## src/rtl/instr_register_pkg.sv

```systemverilog
// instr_register_pkg: shared instruction types, reader enums and the reference calculator
package instr_register_pkg;
  typedef enum logic [3:0] {ZERO, PASSA, PASSB, ADD, SUB, MULT, DIV, MOD, POW} opcode_t;
  typedef logic signed [31:0] operand_t;
  typedef logic signed [63:0] result_t;
  typedef logic [4:0] address_t;
  typedef struct packed {
    opcode_t  opc;
    operand_t op_a;
    operand_t op_b;
    result_t  rezultat;
  } instruction_t;
  typedef enum logic [1:0] {ORD_INC, ORD_DEC, ORD_RAND} rd_order_t;
  typedef enum logic [2:0] {IDLE, ADDR, CAPTURE, PRESENT, DONE} reader_state_t;
  function automatic result_t calc_result(opcode_t opc, operand_t a, operand_t b);
    result_t ea, eb, p, base;
    ea = result_t'(a);
    eb = result_t'(b);
    p = 64'sd1;
    base = ea;
    // square-and-multiply; a negative exponent has no integer result and yields 0
    for (int i = 0; i < 31; i++) begin
      if (b[i]) p = p * base;
      base = base * base;
    end
    case (opc)
      PASSA:   calc_result = ea;
      PASSB:   calc_result = eb;
      ADD:     calc_result = ea + eb;
      SUB:     calc_result = ea - eb;
      MULT:    calc_result = ea * eb;
      DIV:     calc_result = (b == 0) ? '0 : ea / eb;
      MOD:     calc_result = (b == 0) ? '0 : ea % eb;
      POW:     calc_result = b[31] ? '0 : p;
      default: calc_result = '0;
    endcase
  endfunction
endpackage

```

## src/rtl/instr_reg_reader_calc.sv

```systemverilog
// instr_result_calc: combinational expected-result generator (used with RESULT_CHECK_EN)
module instr_result_calc
  import instr_register_pkg::*;
(
  input  opcode_t  opc,
  input  operand_t op_a,
  input  operand_t op_b,
  output result_t  result
);
  assign result = calc_result(opc, op_a, op_b);
endmodule

```

## src/rtl/instr_reg_reader.sv

```systemverilog
// instr_reg_reader: sequenced read-out of the instruction register stack over valid/ready
// Optional result checking (mismatch, err_count) is built when RESULT_CHECK_EN is defined.
module instr_reg_reader
  import instr_register_pkg::*;
#(
  parameter int       DEPTH     = 32,
  parameter address_t LFSR_SEED = 5'h1F,
  parameter int       ERR_CNT_W = 16
) (
  input  logic                 clk,
  input  logic                 reset_n,
  input  logic                 start,
  input  address_t             start_addr,
  input  logic [5:0]           rd_count,
  input  logic [1:0]           rd_order,
  output address_t             read_pointer,
  input  instruction_t         instruction_word,
  output logic                 out_valid,
  input  logic                 out_ready,
  output instruction_t         out_word,
  output address_t             out_addr,
  output logic                 busy,
  output logic                 done,
  output logic                 mismatch,
  output logic [ERR_CNT_W-1:0] err_count
);
  reader_state_t state;
  address_t addr, addr_nxt, lfsr, lfsr_nxt;
  logic [5:0] cnt;
  logic [1:0] ord;
  logic hs;
  assign hs = state == PRESENT && out_valid && out_ready;
  assign lfsr_nxt = {lfsr[3:0], lfsr[4] ^ lfsr[2]};
  always_comb
    addr_nxt = ord == ORD_DEC  ? (addr == '0 ? address_t'(DEPTH - 1) : addr - 5'd1) :
               ord == ORD_RAND ? lfsr_nxt :
                                 (addr == address_t'(DEPTH - 1) ? '0 : addr + 5'd1);
  always_ff @(posedge clk) begin
    if (!reset_n) begin
      state        <= IDLE;
      read_pointer <= 5'h1F;
      out_valid    <= 1'b0;
      out_word     <= '0;
      out_addr     <= '0;
      busy         <= 1'b0;
      done         <= 1'b0;
      lfsr         <= LFSR_SEED;
      cnt          <= '0;
      addr         <= '0;
      ord          <= '0;
    end else begin
      done <= 1'b0;
      case (state)
        IDLE: if (start) begin
          addr         <= start_addr;
          read_pointer <= start_addr;
          cnt          <= rd_count;
          ord          <= rd_order;
          state        <= rd_count == 6'd0 ? DONE : ADDR;
          busy         <= rd_count != 6'd0;
          done         <= rd_count == 6'd0;
        end
        ADDR: state <= CAPTURE;
        CAPTURE: begin
          out_word  <= instruction_word;
          out_addr  <= addr;
          out_valid <= 1'b1;
          state     <= PRESENT;
        end
        PRESENT: if (hs) begin
          out_valid    <= 1'b0;
          cnt          <= cnt - 6'd1;
          addr         <= addr_nxt;
          read_pointer <= addr_nxt;
          lfsr         <= ord == ORD_RAND ? lfsr_nxt : lfsr;
          state        <= cnt == 6'd1 ? DONE : ADDR;
          busy         <= cnt != 6'd1;
          done         <= cnt == 6'd1;
        end
        DONE: state <= IDLE;
        default: state <= IDLE;
      endcase
    end
  end
`ifdef RESULT_CHECK_EN
  result_t exp_res;
  instr_result_calc u_calc (
    .opc   (instruction_word.opc),
    .op_a  (instruction_word.op_a),
    .op_b  (instruction_word.op_b),
    .result(exp_res)
  );
  // mismatch is captured alongside out_word so it stays aligned with the presented entry
  always_ff @(posedge clk) begin
    if (!reset_n) begin
      mismatch  <= 1'b0;
      err_count <= '0;
    end else begin
      if (state == CAPTURE) mismatch <= exp_res != instruction_word.rezultat;
      if (hs && mismatch && !(&err_count)) err_count <= err_count + 1'b1;
    end
  end
`else
  assign mismatch  = 1'b0;
  assign err_count = '0;
`endif
endmodule
```

## config.mk

```make
export PLATFORM = sky130hd
export DESIGN_NAME = instr_reg_reader
export DESIGN_NICKNAME = d
export VERILOG_FILES = /design/src/rtl/instr_register_pkg.sv /design/src/rtl/instr_reg_reader_calc.sv /design/src/rtl/instr_reg_reader.sv
export SDC_FILE = /design/constraint.sdc
export NUM_CORES = 1
export LEC_CHECK = 0
export ABC_AREA = 1
export BUFFER_PORTS_ARGS = -buffer_cell sky130_fd_sc_hd__buf_2
export CORE_MARGIN = 2
export CORE_UTILIZATION = 46
export DETAILED_ROUTE_END_ITERATION = 12
export GPL_ROUTABILITY_DRIVEN = 1
export PLACE_DENSITY = 0.8
export SYNTH_ARGS = -nofsm -noshare
export SYNTH_HDL_FRONTEND = slang
export SYNTH_SLANG_ARGS = --single-unit
```

## constraint.sdc

```tcl
create_clock -name clk -period 1.6 [get_ports clk]
set_input_delay 0.4 -clock clk [delete_from_list [all_inputs] [get_ports clk]]
set_output_delay 0.4 -clock clk [all_outputs]
set_load 0.03 [all_outputs]
```

==> PnR_summary.wiki <==
{| class="wikitable"
! Metric !! Value
|-
| Weighted congestion reported at the end of routability-driven placement || 0.873
|-
| Floorplan Core Area || 13400 sq um
|-
| Largest net degree at the start of global routing || 84
|-
| Setup TNS || 0 ns
|-
| Met2 Track Usage GR || 40.0%
|-
| Number of standard cells after synthesis || 843
|-
| Number of H-tree levels || 4
|-
| Final Hold Viols || 0
|-
| Arrival @ worst endpoint || 1.87 ns
|-
| Achievable Freq || 652 MHz
|-
| Status || finished clean
|-
| Proportion of register bits with asynchronous set or reset after synthesis || 0%
|-
| Synthesis-stage register bit count || 166
|-
| Post-detailed-route via-to-cell ratio || 4.97
|-
| Post-synth top area cell || sky130_fd_sc_hd__dfxtp_1
|-
| Power per unit of standard cell area || 1550 nW/um^2
|-
| Overall routing resource usage || 24.0%
|-
| Final Hold Slack || 0.192 ns
|-
| Type of the worst min-delay path || input pin to register
|-
| Share of final-layout standard cells stronger than drive strength 1 || 33.0%
|-
| Count of clock tree sinks || 166
|-
| Remaining antenna violation count || 0
|-
| Mean instance size in the synthesized netlist || 7.55 sq um
|-
| Time the final worst path needs with I/O delays and setup || 1.53 ns
|-
| Critical Path Source Type || register
|-
| Placement Setup Slack || -0.00421 ns
|-
| Top-area cell type share of the netlist area || 52.2%
|-
| Combined area of all synthesized cells || 6370 sq um
|-
| Met1 demand-to-capacity share in global routing || 27.8%
|-
| Clock tree buffer depth || 2
|-
| Least setup slack across all paths after layout || 0.0662 ns
|-
| Worst clock skew on the final layout || 0.00734 ns
|-
| Reg2reg start || addr[0]
|-
| Number of antenna violations at the first check in global routing || 2
|-
| Count of input and output buffers || 293
|-
| Final-stage net count || 1282
|-
| Cell with the most instances after synthesis || sky130_fd_sc_hd__nor2_1
|-
| Primary FF master, synth || sky130_fd_sc_hd__dfxtp_1
|-
| Syn. warnings || 0
|-
| Peak VDD IR || 1070 uV
|-
| TritonRoute pass-1 iters || 5
|-
| Peak-usage layer in the global routing report || met2
|-
| Sequential area share after synthesis || 52.2%
|-
| Clock latency on the worst-skew pair || 0.42 ns
|-
| Total wirelength of the detailed-routed design || 18.4 mm
|-
| Number of vias in the routed layout || 6557
|-
| Util after Layout || 65.4%
|-
| Hold bufs inserted after CTS || 0
|-
| Commonest cells post-synth || sky130_fd_sc_hd__nor2_1, sky130_fd_sc_hd__dfxtp_1, sky130_fd_sc_hd__o21ai_0
|-
| Root buf cell || sky130_fd_sc_hd__clkbuf_16
|-
| Leakage Power || 4.62 nW
|-
| Max-slew violation count || 0
|-
| M3 GR Usage || 8.29%
|-
| MaxCap Viol Count || 0
|-
| Setup repair after global routing missed its margin || yes
|-
| Post-synthesis to final-layout area growth || 37.6%
|-
| Critical Path Sink Type || register
|-
| Row count || 42
|-
| CP required || 1.94 ns
|-
| Overflow left after global routing || 0
|-
| Start point of the worst hold path || instruction_word[13]
|-
| Iteration-0 DRC count of the detailed router || 483
|-
| Full die area || 14800 sq um
|-
| DRC violation count after routing || 0
|-
| Inserted Clock Buffers || 17
|-
| Die width || 122 microns
|-
| Most area-consuming cells after synthesis || sky130_fd_sc_hd__dfxtp_1, sky130_fd_sc_hd__nor2_1, sky130_fd_sc_hd__o21ai_0, sky130_fd_sc_hd__nand2_1, sky130_fd_sc_hd__a21oi_1
|-
| Post-synth cell types || 30
|-
| Final setup viols || 0
|-
| First-pass GRT wire length || 28.6 mm
|-
| Period utilization || 95.9%
|-
| Die height || 122 microns
|-
| Count of boundary I/O pins || 311
|-
| Vias in the first global route || 6125
|-
| Start-to-end type of the worst setup path || register to register
|-
| Clock tree from TritonCTS || done
|-
| Detailed placer's ending HPWL || 12.2 mm
|-
| Worst setup path startpoint || addr[0]
|-
| Critical path fanouts, max || 6
|-
| Clock slew at reported path FFs || 0.06 ns
|-
| Initial core utilization || 47.5%
|-
| DR WL/cell || 14.0 microns
|-
| Number of enable flip-flop cells after synthesis || 0
|}
==> state kept, by name, indices dropped and copies added (netlist names) <==
| register | cells |
|---|---|
| addr | 5 |
| busy | 1 |
| cnt | 6 |
| done | 1 |
| lfsr | 5 |
| ord | 2 |
| out_addr | 5 |
| out_valid | 1 |
| out_word | 132 |
| read_pointer | 5 |
| state | 3 |
==> cell usage in the layout, fill, tap and decap left out, drive strengths merged <==
cell type,instances
and3,1
nor3,1
o211ai,3
a21oi,29
nand3,25
clkinv,5
inv,26
dfxtp,166
nor2,284
clkinvlp,3
buf,315
conb,17
bufinv,5
o221ai,2
o21ai,153
xnor2,1
o22ai,2
clkbuf,20
ha,5
nand4,1
diode,1
or2,1
nand2,76
==> final cells by class <==
class / instances / area [sq um]
well taps: 176 / 220
clock buffers: 20 / 457
multi-input cells: 601 / 2730
clock inverters: 12 / 200
fillers: 1153 / 4640
inverters: 27 / 109
diodes: 1 / 2.50
repair buffers: 315 / 1710
flip-flops and latches: 166 / 3330
==> critical path: stages, from the launching register on <==
cell and delay (ns):
sky130_fd_sc_hd__dfxtp_2 0.34, sky130_fd_sc_hd__buf_4 0.16, sky130_fd_sc_hd__inv_2 0.08, sky130_fd_sc_hd__ha_4 0.16, sky130_fd_sc_hd__nand3_1 0.12, sky130_fd_sc_hd__nand2_1 0.13, sky130_fd_sc_hd__inv_1 0.05, sky130_fd_sc_hd__nand2_1 0.06
sky130_fd_sc_hd__nand3_1 0.07, sky130_fd_sc_hd__nand2_1 0.07, sky130_fd_sc_hd__nand2_1 0.08, sky130_fd_sc_hd__a21oi_1 0.13
==> kinds of logic after synthesis <==
kind of cell             Yosys count  share of synthesized area (%)
XOR/XNOR                           1                          0.138
AO/OA/AOI/OAI                    189                           15.1
AND/OR/NAND/NOR                  387                           24.4
buffers and inverters             94                           7.06
adder cells (fa/ha/maj)            5                          0.983
other                              1                         0.0589
flip-flops                       166                           52.2
==> stage by stage <==
stage	total power, mW	instance area, sq um	instances
2_1_floorplan	7.77	6430	859
5_1_grt	14.2	8760	1317
3_3_place_gp	8.87	7970	1277
4_1_cts	13.5	8660	1313
3_5_place_dp	8.91	7970	1277
6_report	13.6	8760	1318
==> repair_timing <==
action / CTS / global route
pin swaps: 0 / 8
endpoints found under the setup margin: 7 / 24
cloned: 1 / 1
setup buffers: 3 / 3
gates resized for setup: 1 / 23
==> path summary, 6_finish.rpt <==
| check | endpoint | slack (ns) | cells after the start |
|---|---|---|---|
| min reg2reg | read_pointer[2] | 0.47 | 2 |
| min | out_word[13] | 0.19 | 3 |
| max reg2reg | addr[3] | 0.07 | 11 |
| max | addr[3] | 0.07 | 11 |
==> routing by layer <==
layer | vias up | part of all wire [%]
met5 | - | 0.092
met4 | 2 | 3.2
met3 | 47 | 8.9
met2 | 284 | 49
met1 | 2968 | 39
li1 | 3256 | -
==> power breakdown <==
| group | leakage [nW] | internal, mW | switching, mW |
|---|---|---|---|
| sequential | 1.36 | 4.80 | 0.332 |
| combinational | 2.95 | 1.18 | 2.76 |
| clock | 0.312 | 2.85 | 1.66 |
| total | 4.62 | 8.83 | 4.75 |
Power figures use the tool's default switching activity.
